==> src/rtl/encoder8x3_seq_if.sv <==
// Request/index bus between a request encoder and its consumer.
// Master drives capture enable, request pulses and acknowledge.
// Slave (the encoder) returns the index, valid, pending vector and miss pulse.
interface encoder8x3_seq_if #(
    parameter int W = 8
);
    localparam int AW = $clog2(W);

    logic          E;
    logic [W-1:0]  D;
    logic          ACK;
    logic [AW-1:0] Y;
    logic          V;
    logic [W-1:0]  PEND;
    logic          MISS;

    modport master (
        output E, D, ACK,
        input  Y, V, PEND, MISS
    );

    modport slave (
        input  E, D, ACK,
        output Y, V, PEND, MISS
    );
endinterface

==> src/rtl/encoder8x3_seq.sv <==
// Registered W-to-log2(W) request encoder with pending capture and valid/ack handshake.
// Request pulses on D collect in a pending register. One pending index at a time is
// presented on Y with V. The index is held until it is acknowledged, and the acknowledge
// clears that pending bit.
// Build option: define ENC_RR_EN for round-robin selection. Without it, the highest
// pending index always wins.
module encoder8x3_seq #(
    parameter int W = 8
) (
    input  logic              clk,
    input  logic              rst_n,
    encoder8x3_seq_if.slave   bus
);
    localparam int AW = $clog2(W);

    localparam logic [0:0] S_IDLE    = 1'b0;
    localparam logic [0:0] S_PRESENT = 1'b1;

    logic [0:0]    r_state;
    logic [W-1:0]  r_pend;
    logic [AW-1:0] r_y;
    logic          r_v;
    logic          r_miss;

    logic [W-1:0]  w_set_mask;
    logic [W-1:0]  w_clr_mask;
    logic          w_ack;
    logic [AW-1:0] w_sel;

`ifdef ENC_RR_EN
    logic [AW-1:0] r_rr_ptr;

    // Round-robin pick: the first set bit at or after ptr+1, ascending with wrap.
    // The loop runs from the farthest offset back to the nearest offset. The nearest hit
    // is assigned last, so it wins.
    function automatic logic [AW-1:0] sel_rr(input logic [W-1:0] p, input logic [AW-1:0] ptr);
        logic [AW-1:0] s;
        logic [AW-1:0] cand;
        s = '0;
        for (int k = W - 1; k >= 0; k--) begin
            cand = ptr + AW'(1) + AW'(k);
            if (p[cand]) s = cand;
        end
        return s;
    endfunction
`else
    // Fixed priority pick: the highest set index wins.
    function automatic logic [AW-1:0] sel_fixed(input logic [W-1:0] p);
        logic [AW-1:0] s;
        s = '0;
        for (int i = 0; i < W; i++) begin
            if (p[i]) s = AW'(i);
        end
        return s;
    endfunction
`endif

    // Build the capture and clear masks, and select the next index from the registered pending bits.
    always_comb begin
        w_set_mask = bus.E ? bus.D : '0;
        w_ack      = r_v & bus.ACK;
        w_clr_mask = '0;
        if (w_ack) w_clr_mask[r_y] = 1'b1;
`ifdef ENC_RR_EN
        w_sel = sel_rr(r_pend, r_rr_ptr);
`else
        w_sel = sel_fixed(r_pend);
`endif
    end

    // Update the pending register. Set wins over clear, and a capture that lands on a bit
    // that stays pending raises MISS.
    always_ff @(posedge clk or negedge rst_n) begin
        if (!rst_n) begin
            r_pend <= '0;
            r_miss <= 1'b0;
        end else begin
            r_pend <= (r_pend & ~w_clr_mask) | w_set_mask;
            r_miss <= |(w_set_mask & r_pend & ~w_clr_mask);
        end
    end

    // Presentation FSM. IDLE latches a pending index. PRESENT holds it until ACK, then
    // returns to IDLE for one bubble cycle.
    always_ff @(posedge clk or negedge rst_n) begin
        if (!rst_n) begin
            r_state <= S_IDLE;
            r_y     <= '0;
            r_v     <= 1'b0;
        end else begin
            case (r_state)
                S_IDLE: begin
                    if (r_pend != '0) begin
                        r_y     <= w_sel;
                        r_v     <= 1'b1;
                        r_state <= S_PRESENT;
                    end
                end
                S_PRESENT: begin
                    if (bus.ACK) begin
                        r_v     <= 1'b0;
                        r_state <= S_IDLE;
                    end
                end
                default: begin
                    r_v     <= 1'b0;
                    r_state <= S_IDLE;
                end
            endcase
        end
    end

`ifdef ENC_RR_EN
    // Remember the last acknowledged index, so the next search starts just above it.
    always_ff @(posedge clk or negedge rst_n) begin
        if (!rst_n) begin
            r_rr_ptr <= AW'(W - 1);
        end else if (w_ack) begin
            r_rr_ptr <= r_y;
        end
    end
`endif

    assign bus.Y    = r_y;
    assign bus.V    = r_v;
    assign bus.PEND = r_pend;
    assign bus.MISS = r_miss;
endmodule

==> src/flat_wrapper.sv <==
// flat-port wrapper written by rule: the top's interface ports become plain ports
module encoder8x3_seq_flat 
#(
    parameter int W = 8
)
  (clk, rst_n, bus_E, bus_D, bus_ACK, bus_Y, bus_V, bus_PEND, bus_MISS);
  encoder8x3_seq_if #(.W(W)) bus_i ();
  input  logic clk;
  input  logic rst_n;
  input wire logic [$bits(bus_i.E)-1:0] bus_E;
  input wire logic [$bits(bus_i.D)-1:0] bus_D;
  input wire logic [$bits(bus_i.ACK)-1:0] bus_ACK;
  output wire logic [$bits(bus_i.Y)-1:0] bus_Y;
  output wire logic [$bits(bus_i.V)-1:0] bus_V;
  output wire logic [$bits(bus_i.PEND)-1:0] bus_PEND;
  output wire logic [$bits(bus_i.MISS)-1:0] bus_MISS;
  assign bus_i.E = bus_E;
  assign bus_i.D = bus_D;
  assign bus_i.ACK = bus_ACK;
  assign bus_Y = bus_i.Y;
  assign bus_V = bus_i.V;
  assign bus_PEND = bus_i.PEND;
  assign bus_MISS = bus_i.MISS;
  encoder8x3_seq #(.W(W)) u_core (.clk(clk), .rst_n(rst_n), .bus(bus_i));
endmodule
==> config.mk <==
export PLATFORM = sky130hd
export DESIGN_NAME = encoder8x3_seq_flat
export DESIGN_NICKNAME = d
export VERILOG_FILES = /design/src/rtl/encoder8x3_seq_if.sv /design/src/rtl/encoder8x3_seq.sv /design/src/flat_wrapper.sv
export SDC_FILE = /design/constraint.sdc
export NUM_CORES = 1
export LEC_CHECK = 0
export BUFFER_PORTS_ARGS = -buffer_cell sky130_fd_sc_hd__buf_2
export CAP_MARGIN = 30
export CORE_MARGIN = 8
export CORE_UTILIZATION = 40
export DETAILED_ROUTE_END_ITERATION = 6
export PLACE_DENSITY = 0.73
export RECOVER_POWER = 100
export SYNTH_ARGS = -nofsm -noshare
export SYNTH_HDL_FRONTEND = slang
export SYNTH_SLANG_ARGS = --single-unit
==> constraint.sdc <==
create_clock -name clk -period 2.03 [get_ports clk]
set_input_delay 0.3045 -clock clk [delete_from_list [all_inputs] [get_ports clk]]
set_output_delay 0.3045 -clock clk [all_outputs]
set_load 0.02 [all_outputs]
==> metrics.yaml <==
post_cts_resized: 0
grt_start_max_net_pins: 15
leakage_uw: 0.0003837
fin_skew_ps: 3.657
end_kind: "flip-flop"
hold_buffers: 1
criticalPathCategory: "flip-flop to flip-flop"
relSlewSlack_pct: 49.41
start_kind: "flip-flop"
p_seq_share_pct: 45.0
dieArea_sq_um: 3339
grt_pass1_vias: 672
ys_warn_count: 0
drc_errors: 0
initial_core_util_pct: 41.33
powerDensity_nw_per_um2: 1191
first_iter_violations: 9
overflow: 0
diodes: 0
crit_path_start: "u_core.bus.Y[1]"
drv_slew: 0
clkLatencyLatePin_ps: 280
ys_seq_area_share_pct: 50.18
cts_buffers: 3
rsz0062_at_grt: "false"
final.setup.worst_slack_ps: 616.3
final_cells: 118
placed_area_sq_um: 824.5
cts_sinks: 14
die_w_um: 57.78
drive_gt1_share_pct: 14.85
p_int_uw: 587.8
placedCellCount: 113
ctsRootBufferMaster: "clkbuf_4"
crit_path_max_fanout: 8
cp.arrival_ps: 1550
firstDrtPassIters: 4
antenna_found_initial: 0
cts_tree: "done"
fin_tns_setup_ps: 0
fillers: 183
post_cts_buffers: 0
ff2ff_setup_slack_ps: 620
reg2reg_from: "u_core.bus.Y[1]"
avgSynthCellArea_sq_um: 9.435
via_per_inst: 5.644
core_sq_um: 1689
grt_util_all_layers_pct: 11.31
place.gp.congestion: 0.7710
min_path_type: "primary input to flip-flop"
drt_wl_total_um: 1772
required_ps: 2170
final_area_sq_um: 848.3
avgRoutedWirePerCell_um: 15.02
via_count: 666
hold_viol: 0
clk_pin_slew_ps: 90
power.share.switching_pct: 41.81
synth.ff_latch_count: 14
cap_violations: 0
max_freq_mhz: 707.4
syn_nets: 86
hold_ws_ps: 227.4
grt_pass1_wl_um: 2918
comb_power_share_pct: 35.1
die_y_um: 57.78
worst_pin_slew_ps: 758.8
vdd_drop_max_uv: 566.8
dp_slack_ps: 619.9
yosysUniqueCellTypes: 23
post-route-min-period_ps: 1414
power.switching_uw: 422.3
drtAntennaViolNets: 0
syn_area_sq_um: 698.2
setup_viol: 0
clk_path_buf_depth: 2
htree_num_levels: 1
final_nets: 114
area_growth_pct: 21.51
post-route-period-util_pct: 69.64
detailed_place_hpwl_um: 1368
port_buffers: 24
outcome: "completed"
worstHoldStart: "bus_ACK"
io_pins: 25
clock_power_share_pct: 19.9
fp-row-count: 15
postSynthCellCount: 74
[cell type report]
class	instances	area [sq um]	area share [%]
inverters	4	15.01	1.770
repair buffers	25	112.6	13.27
multi-input cells	54	312.8	36.87
flip-flops and latches	14	350.3	41.30
well taps	17	21.27	2.507
clock buffers	4	36.28	4.277
[cell families after synthesis]
group,share of synthesized area (%)
AOI/OAI and AO/OA,24.37
DFF,50.18
and+or+nand+nor,21.15
buffers and inverters,4.300
[cells in the mapped netlist]
master / instances / share of area (%)
a21oi_1: 8 / 5.7
nand3_1: 4 / 2.9
inv_1: 4 / 2.1
o21bai_1: 1 / 1.1
nor4_1: 2 / 1.8
nand2b_1: 1 / 0.90
a21o_1: 2 / 2.1
and3_1: 1 / 0.90
nor2_1: 5 / 2.7
nor4_2: 1 / 1.8
and3b_2: 1 / 1.4
buf_6: 1 / 1.6
a41oi_1: 1 / 1.3
o21ai_0: 2 / 1.4
nor3_1: 2 / 1.4
nand2_1: 10 / 5.4
buf_1: 1 / 0.54
a22o_1: 7 / 8.8
nor2b_1: 1 / 0.90
a21oi_2: 1 / 1.3
and2b_1: 1 / 1.1
a31oi_1: 3 / 2.7
dfrtp_1: 14 / 50
[metrics by stage]
stage | power, uW | util [%]
2_1_floorplan | 709.1 | -
3_3_place_gp | 824.4 | 48.81
3_5_place_dp | 834.3 | 48.81
4_1_cts | 1043 | 51.56
5_1_grt | 1095 | 50.22
6_report | 1010 | 50.22
[per-layer routing]
metal	wire, um	vias up	track usage [%]
li1	-	321	-
met1	775	322	13.05
met2	822	19	18.01
met3	145	4	3.753
met4	27	0	6.294
met5	0	-	0
[power by group through the flow]
| stage | logic, uW | registers, uW | clock network, uW |
|---|---|---|---|
| final | 355 | 455 | 201 |
| after global routing | 395 | 474 | 226 |
| after CTS | 380 | 452 | 210 |
| after detailed placement | 377 | 458 | 0 |
| after global placement | 370 | 455 | 0 |
| after floorplan | 189 | 520 | 0 |
[flip-flops by register name (all words and copies together) (netlist names)]
register,flops
u_core.r_state,1
u_core.bus.V,1
u_core.bus.PEND,8
u_core.bus.MISS,1
u_core.bus.Y,3
[path summary, 6_finish.rpt]
path,to,depth (start not counted)
worst max-delay path,u_core.bus.MISS,4
worst min-delay path,u_core.bus.V,2
worst max register to register,u_core.bus.MISS,4
worst min register to register,u_core.bus.V,1
max in group asynchronous,u_core.bus.Y[2],2
min in group asynchronous,u_core.bus.PEND[5],2
[critical path, stage by stage (launching register included)]
cell and delay (ps):
dfrtp_1 390, and3_1 330, a31oi_1 120, nor4_1 270, a41oi_1 160
[layout by cell type, fill, tap and decap left out]
| cell | count |
|---|---|
| and3b_1 | 1 |
| o21ai_0 | 2 |
| nor4_1 | 2 |
| nor2b_1 | 1 |
| nand3_1 | 4 |
| and3_1 | 1 |
| a41oi_1 | 1 |
| nand2_1 | 10 |
| clkbuf_8 | 1 |
| dlygate4sd3_1 | 1 |
| a22o_1 | 7 |
| nor4_2 | 1 |
| buf_2 | 10 |
| a21o_1 | 2 |
| nand2b_1 | 1 |
| a31oi_1 | 3 |
| nor2_1 | 5 |
| a21oi_1 | 9 |
| clkbuf_4 | 3 |
| dfrtp_1 | 14 |
| inv_1 | 4 |
| and2b_1 | 1 |
| o21bai_1 | 1 |
| nor3_1 | 2 |
| clkbuf_1 | 14 |
(Power assumes the default switching activity.)
